==> src/rtl/intlv_pkg.sv <==
// Shared types for the ping-pong block interleaver.
// Bank state encoding and per-frame mode constants.
package intlv_pkg;

  typedef enum logic [1:0] {
    EMPTY,
    FILLING,
    FULL,
    DRAINING
  } bank_state_t;

  localparam logic INTLV_MODE_INTERLEAVE   = 1'b0;
  localparam logic INTLV_MODE_DEINTERLEAVE = 1'b1;

  function automatic int intlv_aw(input int n);
    return (n > 1) ? $clog2(n) : 1;
  endfunction

endpackage

==> src/rtl/intlv_addr_gen.sv <==
// Outer/inner read counters for the block interleaver.
// Produces the permuted bank address and the end-of-frame flag.
module intlv_addr_gen
  import intlv_pkg::*;
#(
  parameter int ROWS = 7,
  parameter int COLS = 4,
  parameter int AW   = 5
) (
  input  logic          clk,
  input  logic          rst,
  input  logic          step,
  input  logic          mode,
  output logic [AW-1:0] addr,
  output logic          last
);

  localparam logic [AW-1:0] R_ST = AW'(ROWS);
  localparam logic [AW-1:0] C_ST = AW'(COLS);
  localparam logic [AW-1:0] R_MX = AW'(ROWS - 1);
  localparam logic [AW-1:0] C_MX = AW'(COLS - 1);
  localparam logic [AW-1:0] ONE  = AW'(1);

  logic [AW-1:0] outer;
  logic [AW-1:0] inner;
  logic [AW-1:0] outer_max;
  logic [AW-1:0] inner_max;
  logic [AW-1:0] stride;

  // Both modes reduce to inner*stride + outer.
  always_comb begin
    outer_max = R_MX;
    inner_max = C_MX;
    stride    = R_ST;
    if (mode == INTLV_MODE_DEINTERLEAVE) begin
      outer_max = C_MX;
      inner_max = R_MX;
      stride    = C_ST;
    end
  end

  assign addr = inner * stride + outer;
  assign last = (outer == outer_max) &&
                (inner == inner_max);

  always_ff @(posedge clk or posedge rst) begin
    if (rst) begin
      outer <= '0;
      inner <= '0;
    end else if (step) begin
      if (inner == inner_max) begin
        inner <= '0;
        if (outer == outer_max) outer <= '0;
        else outer <= outer + ONE;
      end else begin
        inner <= inner + ONE;
      end
    end
  end

endmodule

==> src/rtl/block_interleaver_pp.sv <==
// Streaming ping-pong block interleaver/deinterleaver.
// Define INTLV_FLUSH_EN to add the flush port (zero-pads partial frames).
module block_interleaver_pp
  import intlv_pkg::*;
#(
  parameter int ROWS  = 7,
  parameter int COLS  = 4,
  parameter int SYM_W = 1
) (
  input  logic             clk,
  input  logic             rst,
  input  logic             mode,
  input  logic             in_valid,
  output logic             in_ready,
  input  logic [SYM_W-1:0] in_data,
  output logic             out_valid,
  input  logic             out_ready,
  output logic [SYM_W-1:0] out_data,
`ifdef INTLV_FLUSH_EN
  input  logic             flush,
`endif
  output logic             out_last
);

  localparam int N  = ROWS * COLS;
  localparam int AW = intlv_aw(N);
  localparam logic [AW-1:0] LAST_K = AW'(N - 1);
  localparam logic [AW-1:0] ONE    = AW'(1);

  logic [SYM_W-1:0] mem [2][N];
  bank_state_t      st [2];
  bank_state_t      st_nxt [2];
  logic             bank_mode [2];

  logic             wr_ptr;
  logic             rd_ptr;
  logic [AW-1:0]    wr_cnt;
  logic             pad;
  logic             wr_open;
  logic             acc;
  logic             wr_en;
  logic             wr_end;
  logic             early;
  logic             rd_avail;
  logic             load;
  logic             rd_last;
  logic [AW-1:0]    rd_addr;
  logic [SYM_W-1:0] wr_data;
  logic [SYM_W-1:0] rd_data;

  assign wr_open  = (st[wr_ptr] == EMPTY) ||
                    (st[wr_ptr] == FILLING);
  assign in_ready = !rst && wr_open && !pad;
  assign acc      = in_valid && in_ready;
  assign wr_en    = acc || pad;
  assign wr_data  = pad ? '0 : in_data;
  assign wr_end   = wr_en && (wr_cnt == LAST_K);

  // Final write into the bank the reader is waiting on:
  // start draining in the same cycle to save a bubble.
  assign early    = wr_end && (wr_ptr == rd_ptr);
  assign rd_avail = (st[rd_ptr] == FULL) ||
                    (st[rd_ptr] == DRAINING) ||
                    early;
  assign load     = (!out_valid || out_ready) && rd_avail;

  assign rd_data  = (early && (rd_addr == wr_cnt)) ?
                    wr_data : mem[rd_ptr][rd_addr];

  intlv_addr_gen #(
    .ROWS (ROWS),
    .COLS (COLS),
    .AW   (AW)
  ) u_addr (
    .clk  (clk),
    .rst  (rst),
    .step (load),
    .mode (bank_mode[rd_ptr]),
    .addr (rd_addr),
    .last (rd_last)
  );

`ifdef INTLV_FLUSH_EN
  logic pad_start;

  assign pad_start = flush && !pad &&
                     (st[wr_ptr] == FILLING) &&
                     !(acc && (wr_cnt == LAST_K));

  always_ff @(posedge clk or posedge rst) begin
    if (rst) begin
      pad <= 1'b0;
    end else if (pad_start) begin
      pad <= 1'b1;
    end else if (pad && (wr_cnt == LAST_K)) begin
      pad <= 1'b0;
    end
  end
`else
  assign pad = 1'b0;
`endif

  always_comb begin
    st_nxt[0] = st[0];
    st_nxt[1] = st[1];
    if (wr_en) begin
      st_nxt[wr_ptr] = wr_end ? FULL : FILLING;
    end
    if (load) begin
      st_nxt[rd_ptr] = rd_last ? EMPTY : DRAINING;
    end
  end

  always_ff @(posedge clk) begin
    if (wr_en) mem[wr_ptr][wr_cnt] <= wr_data;
  end

  always_ff @(posedge clk or posedge rst) begin
    if (rst) begin
      st[0]        <= EMPTY;
      st[1]        <= EMPTY;
      bank_mode[0] <= INTLV_MODE_INTERLEAVE;
      bank_mode[1] <= INTLV_MODE_INTERLEAVE;
      wr_ptr       <= 1'b0;
      rd_ptr       <= 1'b0;
      wr_cnt       <= '0;
      out_valid    <= 1'b0;
      out_data     <= '0;
      out_last     <= 1'b0;
    end else begin
      st[0] <= st_nxt[0];
      st[1] <= st_nxt[1];
      if (wr_en) begin
        if (wr_cnt == '0) bank_mode[wr_ptr] <= mode;
        if (wr_end) begin
          wr_cnt <= '0;
          wr_ptr <= !wr_ptr;
        end else begin
          wr_cnt <= wr_cnt + ONE;
        end
      end
      if (load) begin
        out_valid <= 1'b1;
        out_data  <= rd_data;
        out_last  <= rd_last;
        if (rd_last) rd_ptr <= !rd_ptr;
      end else if (out_ready) begin
        out_valid <= 1'b0;
      end
    end
  end

endmodule

==> config.mk <==
export PLATFORM = sky130hd
export DESIGN_NAME = block_interleaver_pp
export DESIGN_NICKNAME = d
export VERILOG_FILES = /design/src/rtl/intlv_pkg.sv /design/src/rtl/intlv_addr_gen.sv /design/src/rtl/block_interleaver_pp.sv
export SDC_FILE = /design/constraint.sdc
export NUM_CORES = 1
export LEC_CHECK = 0
export BUFFER_PORTS_ARGS = -buffer_cell sky130_fd_sc_hd__buf_2
export CORE_MARGIN = 2
export CORE_UTILIZATION = 54
export DETAILED_ROUTE_END_ITERATION = 10
export MAX_ROUTING_LAYER = met4
export PLACE_DENSITY = 0.7
export SLEW_MARGIN = 0
export SYNTH_ARGS = -nofsm -noshare
export SYNTH_HDL_FRONTEND = slang
export SYNTH_SLANG_ARGS = --single-unit
==> constraint.sdc <==
create_clock -name clk -period 5.73 [get_ports clk]
set_clock_uncertainty 0.1 [all_clocks]
set_input_delay 0.2865 -clock clk [delete_from_list [all_inputs] [get_ports clk]]
set_output_delay 0.2865 -clock clk [all_outputs]
set_load 0.05 [all_outputs]
* After elaboration in Yosys (flattened, before gate mapping)
Memories as Yosys holds them, arrays and structs flattened.
Cells that the tools add are included.
** Operators by class
- $add $sub $neg :: 4
- $mul :: 1
- Divide/modulo/power cells :: 0
- Order comparisons :: 7
- Eq/ne operators :: 8
- Shift-type cells :: 0
- Mux-type cells :: 38
- Bitwise operators :: 4
- Reductions and logical operators :: 25
** Operators with widths (count)
- two-way mux 28 bit :: 1
- two-way mux 2 bit :: 11
- adder 5 x 1 -> 5 bit, second input constant :: 3
- two-way mux 5 bit :: 3
- >= comparator 6 bit, second input constant :: 2
- NOT 5 -> 6 bit :: 2
- two-way mux 1 bit :: 11
- == test 5 bit :: 2
- logical AND 1 bit :: 10
- bitwise mux 4 bit :: 2
- two-way mux 4 bit :: 2
- AND reduction 2 bit :: 4
- less-than comparator 6 x 1 -> 1 bit, second input constant :: 1
- two-way mux 3 bit :: 2
- adder 5 bit :: 1
- binary-select mux 1 bit (select 5 bit) :: 1
- demux 1 bit (select 5 bit) :: 1
- == test 5 x 3 -> 1 bit :: 1
- == test 5 bit, second input constant :: 1
- logical NOT 5 bit :: 1
- multiplier 5 x 3 -> 5 bit :: 1
- demux 2 bit (select 1 bit) :: 2
- == test 2 bit, second input constant :: 2
- >= comparator 2 bit, second input constant :: 2
- other kinds (10) :: 18
** Storage, ports and cells
- Flip-flop bits (word level) :: 26
- Bits in latches :: 0
- Bits in writable memories :: 56
- ROM bits :: 0
- Output and inout bits :: 4
- Memories :: 1
** Memories
- mem :: words 2, bits a word 28, read ports 1, clocked after Yosys merged registers in 0, wr ports 1, line block_interleaver_pp.sv:30 : logic [SYM_W-1:0] mem [2][N];

* Logic depth before layout (Yosys ltp)
Gate-level depths: netlist of the first run.
- Word-level depth :: 14
- Mapped depth :: 15

* Modules after synthesis
A second synthesis of the first run with hierarchy kept.
** Second synthesis, totals
- Cell total of the unflattened synthesis :: 353
- Area, all modules :: 4216.5 um^2
** Modules (own cells, without submodules)
- block_interleaver_pp :: times used 1, cells each 265, area an instance 3357.0 um^2, sequential area each 2031.9 um^2
- intlv_addr_gen :: times used 1, cells each 88, area an instance 859.6 um^2, sequential area each 250.2 um^2

* Least setup slack after synthesis of the first run
OpenSTA, ideal clock, no wires.
- Kind :: register to register
- From :: register rd_ptr
- To :: register out_data
- Setup time :: 0.120 ns
- Arrival :: 3.670 ns
- Required time :: 5.510 ns
- Slack :: 1.840 ns
- Cell stages (with the launch flop) :: 16
- Buffers on the path :: 2
- Cell sequence :: dfrtp_1 -> buf_6 -> mux2i_4 -> nand2_1 -> xnor2_1 -> ha_1 -> fa_1 -> fa_1 -> clkbuf_1 -> nor2b_1 -> a22oi_1 -> nand3_1 -> o21ai_0 -> nor4_1 -> a21oi_1 -> a31o_1
** Between the ends
- Word-level cells in the longest chain between the ends :: 12
** Ends and longest elaborated chain
- start: declaration :: line block_interleaver_pp.sv:36 : logic rd_ptr;
- start signal: assignment :: line block_interleaver_pp.sv:146 : if (rd_last) rd_ptr <= !rd_ptr;
- NOT 1 -> 2 bit (implied by the code) :: line block_interleaver_pp.sv:62, block_interleaver_pp.sv:63, block_interleaver_pp.sv:78
- two-way mux 1 bit (implied by the code) (3 in series) :: line block_interleaver_pp.sv:78 : .mode (bank_mode[rd_ptr]),
- two-way mux 2 bit :: line intlv_addr_gen.sv:35 : if (mode == INTLV_MODE_DEINTERLEAVE) begin
- multiplier 5 x 3 -> 5 bit :: line intlv_addr_gen.sv:42 : assign addr = inner * stride + outer;
- adder 5 bit :: line intlv_addr_gen.sv:42
- NOT 5 -> 6 bit (implied by the code) :: line block_interleaver_pp.sv:68 : wr_data : mem[rd_ptr][rd_addr];
- binary-select mux 1 bit (select 5 bit) :: line block_interleaver_pp.sv:68
- two-way mux 1 bit (implied by the code) (2 in series) :: line block_interleaver_pp.sv:68
- two-way mux 1 bit :: line block_interleaver_pp.sv:67 : assign rd_data = (early && (rd_addr == wr_cnt)) ?
- end signal: assignment :: line block_interleaver_pp.sv:144 : out_data <= rd_data;
- end: declaration :: line block_interleaver_pp.sv:18 : output logic [SYM_W-1:0] out_data,
Several ways; a longest one is shown, not always the timed one. The select of a mux whose other input is x is not followed.
A chain may end at the register's enable or synchronous reset.

* Worst setup path after layout of the first run
Same ends and word-level chain as after synthesis.

==> results.ini, run 1 <==
[run_status]
outcome=completed

[placement]
place_hpwl_um=5610
dp.cells=455
placed_cell_area_sq_um=4280
portBuffers=9
place_congestion=0.837

[critical_path]
cp.required_ns=5.87
crit_path_start=rd_ptr
critPathLaunchType=flop
r2r_start=rd_ptr
end_kind=flop
path_class=reg -> reg
cp_max_fo=18
critPathArrivalTime_ns=4.78

[synth]
postSynthCellCount=362
syn_avg_cell_area_sq_um=11.6
synth.yosys.warnings=0
synthesis.area_sq_um=4200
yosysSeqAreaShare=0.543
ys_ff_latch=80
synth_edf_count=56
synth_cell_types=55
ys.flop_type=edfxtp_1
syn-num-nets=386
ys_async_sr_fraction=0.300

[drt]
wire_per_inst_um=17.5
routed_wl_um=8210
viasPerCell=5.74
ant_nets=0
drtIter0Drc=169
num_vias=2698
drc=0
dr.pass1.iters=5

[cts]
cts_tree=yes
cts_setup_buffers=0
ctsHoldBuffers=0
numCtsBuffers=9
cts.path.max_buffers=2
cts_sinks=80
clkLatencyLatePin_ns=0.35
htree_levels=3
clk_pin_slew_ns=0.07
clock-root-buffer=clkbuf_8
cts_resized=0

[floorplanning]
fp.dieW_um=92.2
fp-row-count=32
dieArea_sq_um=8500
io_pins=10
core_area_sq_um=7650
start_util=0.549
dieHeight_um=92.2

[timing]
fmax_ghz=0.215
layout_min_cycle_time_ns=4.65
finalSetupViolations=0
finalSetupTns_ns=0
relSlewSlack=0.357
worst_hold_slack_ns=0.0662
hold_violations=0
tightest_slew_ns=0.964
final-max-slew-violation-count=0
post-route-period-util=0.811
rsz0062_at_grt=no

[power]
p_int_mw=1.00
pwr-share-seq=0.506
leakage_nw=1.60
sw_frac_of_total=0.277
comb_power_share=0.146
p_per_area_nw_per_um2=308
ir_drop_uv=193
pwr-share-clk=0.347
power.net_switching_mw=0.385

[global_routing]
grt_pass1_wl_um=13300
grt_usage=0.215
antenna_found_initial=0
grt_max_degree=58
overflow=0
grt_pass1_vias=2579

[final_layout]
drive_gt1_frac=0.125
finalNonFillerCells=470
layout.nets=388
diodes=0
fillers=653
area.growth.synth_to_final_pct=7.50
stdcell_area_sq_um=4520

[min_path]
hold_class=in -> async

[flow_run]
drv_cap=0

[final cells by class]
class                   instances  area, sq um  share of cell area
flip-flops and latches         80         2280               0.505
multi-input cells             256         1800               0.398
well taps                     102          128              0.0283
clock buffers                   9          124              0.0274
clock inverters                 6          109              0.0241
repair buffers                 10         52.6              0.0116
inverters                       7         26.3             0.00582
[stage by stage]
| step | power, mW | utilization | setup WS [ns] |
|---|---|---|---|
| floorplan | 0.861 | - | 1.84 |
| global placement | 0.914 | 0.560 | 1.31 |
| detailed placement | 0.918 | 0.560 | 1.12 |
| CTS | 1.40 | 0.591 | 1.07 |
| global route | 1.45 | 0.591 | 0.776 |
| finish | 1.39 | 0.591 | 1.08 |
[worst paths after layout]
check / endpoint / slack, ns / cells after the start
setup / recovery: out_data / 1.08 / 13
hold / removal: wr_cnt[0] / 0.07 / 2
setup reg to reg: out_data / 1.08 / 13
hold reg to reg: out_last / 0.38 / 1
max in group asynchronous: bank_mode[1] / 4.87 / 2
min in group clk: bank_mode[1] / 0.10 / 2
[sequential cells by signal, summed over array words and instances (netlist names)]
| signal | flops |
|---|---|
| mem | 56 |
| out_valid | 1 |
| st | 2 |
| wr_ptr | 1 |
| rd_ptr | 1 |
| out_data | 1 |
| wr_cnt | 5 |
| out_last | 1 |
| u_addr.outer | 5 |
| bank_mode | 2 |
| u_addr.inner | 5 |
[per-layer routing]
metal | track usage | share of wire
met5 | - | 0
met4 | 0.0995 | 0.017
met3 | 0.0370 | 0.033
met2 | 0.324 | 0.50
met1 | 0.288 | 0.45
[cell families (layout without fill, tap and decap cells)]
| kind of cell | Yosys count | in the layout | share of synthesized area |
|---|---|---|---|
| AOI/OAI and AO/OA | 35 | 35 | 0.0539 |
| buffers and inverters | 26 | 32 | 0.0295 |
| DFF | 80 | 80 | 0.543 |
| muxes | 33 | 33 | 0.0905 |
| and+or+nand+nor | 149 | 149 | 0.178 |
| xor gates and xnor gates | 21 | 21 | 0.0438 |
| adders and majority gates | 18 | 18 | 0.0608 |
[cells in the mapped netlist (8+ instances only)]
cell      count  area (sq um)
a21oi_1       8          40.0
clkbuf_1     11          41.3
dfrtp_1      24           601
edfxtp_1     56          1680
ha_1         14           175
mux2i_1      23           230
nand2_1      21          78.8
nand3_1      18          90.1
nor2_1       65           244
o21ai_0       8          40.0
xnor2_1      13           114
xor2_1        8          70.1
[power groups by stage]
stage               Sequential, mW  Clock (mW)  Combinational (mW)
floorplan                    0.678           0               0.184
global placement             0.714           0               0.200
detailed placement           0.715           0               0.203
CTS                          0.703       0.490               0.204
global route                 0.708       0.512               0.228
finish                       0.704       0.483               0.203
[worst max-delay path, cell delays in order (launching register included)]
cell	delay, ns
dfrtp_1	0.84
mux2i_4	0.46
nand2_1	0.16
xnor2_1	0.16
ha_1	0.30
fa_1	0.51
fa_1	0.81
nor2b_1	0.33
a22oi_1	0.12
nand3_1	0.10
o21ai_0	0.08
nor4_1	0.29
a21oi_1	0.07
a31o_1	0.21
[cells in the final DEF, fill, tap and decap left out, types with 6 or more instances in the layout]
cell,netlist,routed
buf_2,3,9
inv_1,7,7
edfxtp_1,56,56
ha_1,14,14
nand3_1,18,18
nor2_1,65,65
xnor2_1,13,13
mux2i_1,23,23
dfrtp_1,24,24
xor2_1,8,8
clkbuf_8,0,9
a21oi_1,8,8
o21ai_0,8,8
nand2_1,21,21
mux2_2,6,6
nand4_1,7,7
Power figures use the tool's default switching activity.
==> run 2, diff against run 1 <==
- ABC_AREA: default -> 1
- clock period: 5.73 -> 4.6 ns (I/O delays scaled with it)
==> run 2 against run 1 <==
Effect of this change: critical path depth rose by 3; global-route usage rose by 2.6 points; area after synthesis rose by 7.3%; sequential power rose by 30%; synthesized cell count rose by 46%; first-iteration DRC count rose by 22%; maximum frequency rose by 25%; register-to-register slack got worse by 0.21 ns; combinational power rose to 5.5 times the previous value; via count rose by 28%; final area rose by 8.3%.
==> results.ini, run 2 <==
[run_status]
outcome=completed

[final_layout]
final_common_cell=nand2_1
largest_register_ff_count=56  ; unchanged
stdcell_area_sq_um=4890  ; +8.3%
layout.nets=555  ; +43%
final_cell_mix=151 x nand2_1, 64 x nand3_1, 60 x inv_1
area.growth.synth_to_final_pct=8.46
fillers=719  ; +10%
post-route-util=0.598  ; +0.00761
drive_gt1_frac=0.0858  ; -0.0392
top_register=mem
finalNonFillerCells=641  ; +36%
diodes=0  ; unchanged

[timing]
rsz0062_at_grt=no
worst_hold_slack_ns=0.0518  ; -0.0143 ns
post-route-period-util=0.811  ; about the same
finalSetupViolations=0  ; unchanged
setup_slack_ns=0.869  ; -0.215 ns
tightest_slew_ns=0.913  ; -0.0506 ns
fmax_ghz=0.268  ; +25%
layout_min_cycle_time_ns=3.73  ; -0.915 ns
hold_violations=0  ; unchanged
finalSetupTns_ns=0  ; unchanged
relSlewSlack=0.391  ; +0.0344
final-max-slew-violation-count=0  ; unchanged

[critical_path]
cp_max_fo=17  ; -1
crit_path_start=rd_ptr
r2r_slack_ns=0.87  ; -0.21 ns
critPathArrivalTime_ns=3.88  ; -0.90 ns
cp.required_ns=4.75  ; -1.12 ns
end_kind=flop
critPathLaunchType=flop
path_class=reg -> reg
r2r_start=rd_ptr

[drt]
drc=0  ; unchanged
viasPerCell=5.40  ; -5.9%
routed_wl_um=9710  ; +18%
num_vias=3463  ; +28%
ant_nets=0  ; unchanged
wire_per_inst_um=15.1  ; -13%
drtIter0Drc=207  ; +22%
dr.pass1.iters=4  ; -1

[power]
comb_power_share=0.412  ; +0.266
p_per_area_nw_per_um2=554  ; +80%
power.net_switching_mw=1.12  ; +190%
ir_drop_uv=327  ; +70%
leakage_nw=2.14  ; +34%
power.total_mw=2.71  ; +95%
pwr-share-clk=0.250  ; -0.097
p_int_mw=1.59  ; +59%
pwr-share-seq=0.338  ; -0.168
sw_frac_of_total=0.412  ; +0.135

[cts]
cts_setup_buffers=0  ; unchanged
htree_levels=3  ; unchanged
cts.path.max_buffers=2  ; unchanged
cts_resized=0  ; unchanged
cts_sinks=80  ; unchanged
numCtsBuffers=9  ; unchanged
clkLatencyLatePin_ns=0.35  ; about the same
cts_tree=yes
ctsHoldBuffers=1  ; +1
clock-root-buffer=clkbuf_8
clk_pin_slew_ns=0.08  ; about the same

[synth]
synth_commonest_cells=151 x nand2_1, 64 x nand3_1, 60 x inv_1
yosysSeqAreaShare=0.506  ; -0.0371
synth.yosys.warnings=0  ; unchanged
synth_most_common_cell=nand2_1
ys_top_cells_by_area=edfxtp_1 37%, dfrtp_1 13%, nand2_1 13%, nand3_1 7.1%, inv_1 5.0%
ys_async_sr_fraction=0.300  ; unchanged
postSynthCellCount=527  ; +46%
synthesis.area_sq_um=4510  ; +7.3%
yosys.area.top_type=edfxtp_1
syn_avg_cell_area_sq_um=8.56  ; -26%
syn-num-nets=551  ; +43%
ys.flop_type=edfxtp_1
yosys.area.top_type_share=0.373  ; -0.0273
synth_edf_count=56  ; unchanged
ys_ff_latch=80  ; unchanged
synth_cell_types=35  ; -36%

[floorplanning]
dieArea_sq_um=9100  ; +7.0%
fp-row-count=33  ; +3.1%
start_util=0.552  ; +0.00217
fp.dieW_um=95.4  ; +3.4%
core_area_sq_um=8180  ; +6.9%
dieHeight_um=95.4  ; +3.4%
io_pins=10  ; unchanged

[placement]
portBuffers=9  ; unchanged
dp.cells=624  ; +37%
place_hpwl_um=6470  ; +15%
pre_cts_ws_ns=0.867  ; -0.251 ns
place_congestion=0.919  ; +9.8%
placed_cell_area_sq_um=4620  ; +7.9%

[global_routing]
overflow=0  ; unchanged
grt_max_degree=58  ; unchanged
grt_usage=0.241  ; +0.0256
antenna_found_initial=0  ; unchanged
grt_pass1_wl_um=16300  ; +22%
grt_pass1_vias=3353  ; +30%

[min_path]
hp-start=mode
hold_class=in -> reg

[flow_run]
drv_cap=0  ; unchanged

==> run 2: power groups by stage <==
stage / Combinational [mW] / Clock [mW] / Sequential (mW)
final: 1.12 / 0.677 / 0.917
after global routing: 1.26 / 0.720 / 0.926
after CTS: 1.12 / 0.689 / 0.915
after detailed placement: 1.11 / 0 / 0.931
after global placement: 1.09 / 0 / 0.928
after floorplan: 0.815 / 0 / 0.938
==> run 2: per-layer routing <==
metal | vias to the layer above | share of wire | track usage
met5 | - | 0 | -
met4 | 0 | 0.013 | 0.0583
met3 | 14 | 0.045 | 0.0435
met2 | 67 | 0.50 | 0.407
met1 | 1651 | 0.44 | 0.302
li1 | 1731 | - | -
==> run 2: critical path, stage by stage (launching register included) <==
cell and delay [ns]:
dfrtp_1 0.35, buf_4 0.23, inv_1 0.09, nand2_1 0.08, nand2_1 0.15, nand2_1 0.20, xor2_1 0.16, inv_1 0.06
ha_1 0.29, fa_1 0.51, fa_1 0.68, xnor2_1 0.14, nand3_1 0.09, nor3_1 0.22, nand4_1 0.15, nand3_2 0.09
nand2_1 0.04
==> run 2: cells by family after synthesis <==
group           share of synthesized area
flops                               0.506
compound gates                     0.0344
xor+xnor                           0.0233
buf+inv                            0.0771
simple gates                        0.302
fa+ha+maj                          0.0566
==> run 2: cell type report <==
cell class              instances  area, sq um  area share
flip-flops and latches         80         2280       0.467
multi-input cells             362         1880       0.384
repair buffers                 16          100      0.0205
clock buffers                  11          131      0.0269
well taps                     105          131      0.0269
clock inverters                 5          129      0.0263
inverters                      62          238      0.0486
==> run 2: final timing paths <==
kind	cells after the start	to
worst max-delay path	16	out_data
worst min-delay path	3	bank_mode[0]
worst max register to register	16	out_data
worst min register to register	2	out_last
max in group asynchronous	4	u_addr.inner[1]
min in group asynchronous	4	bank_mode[0]
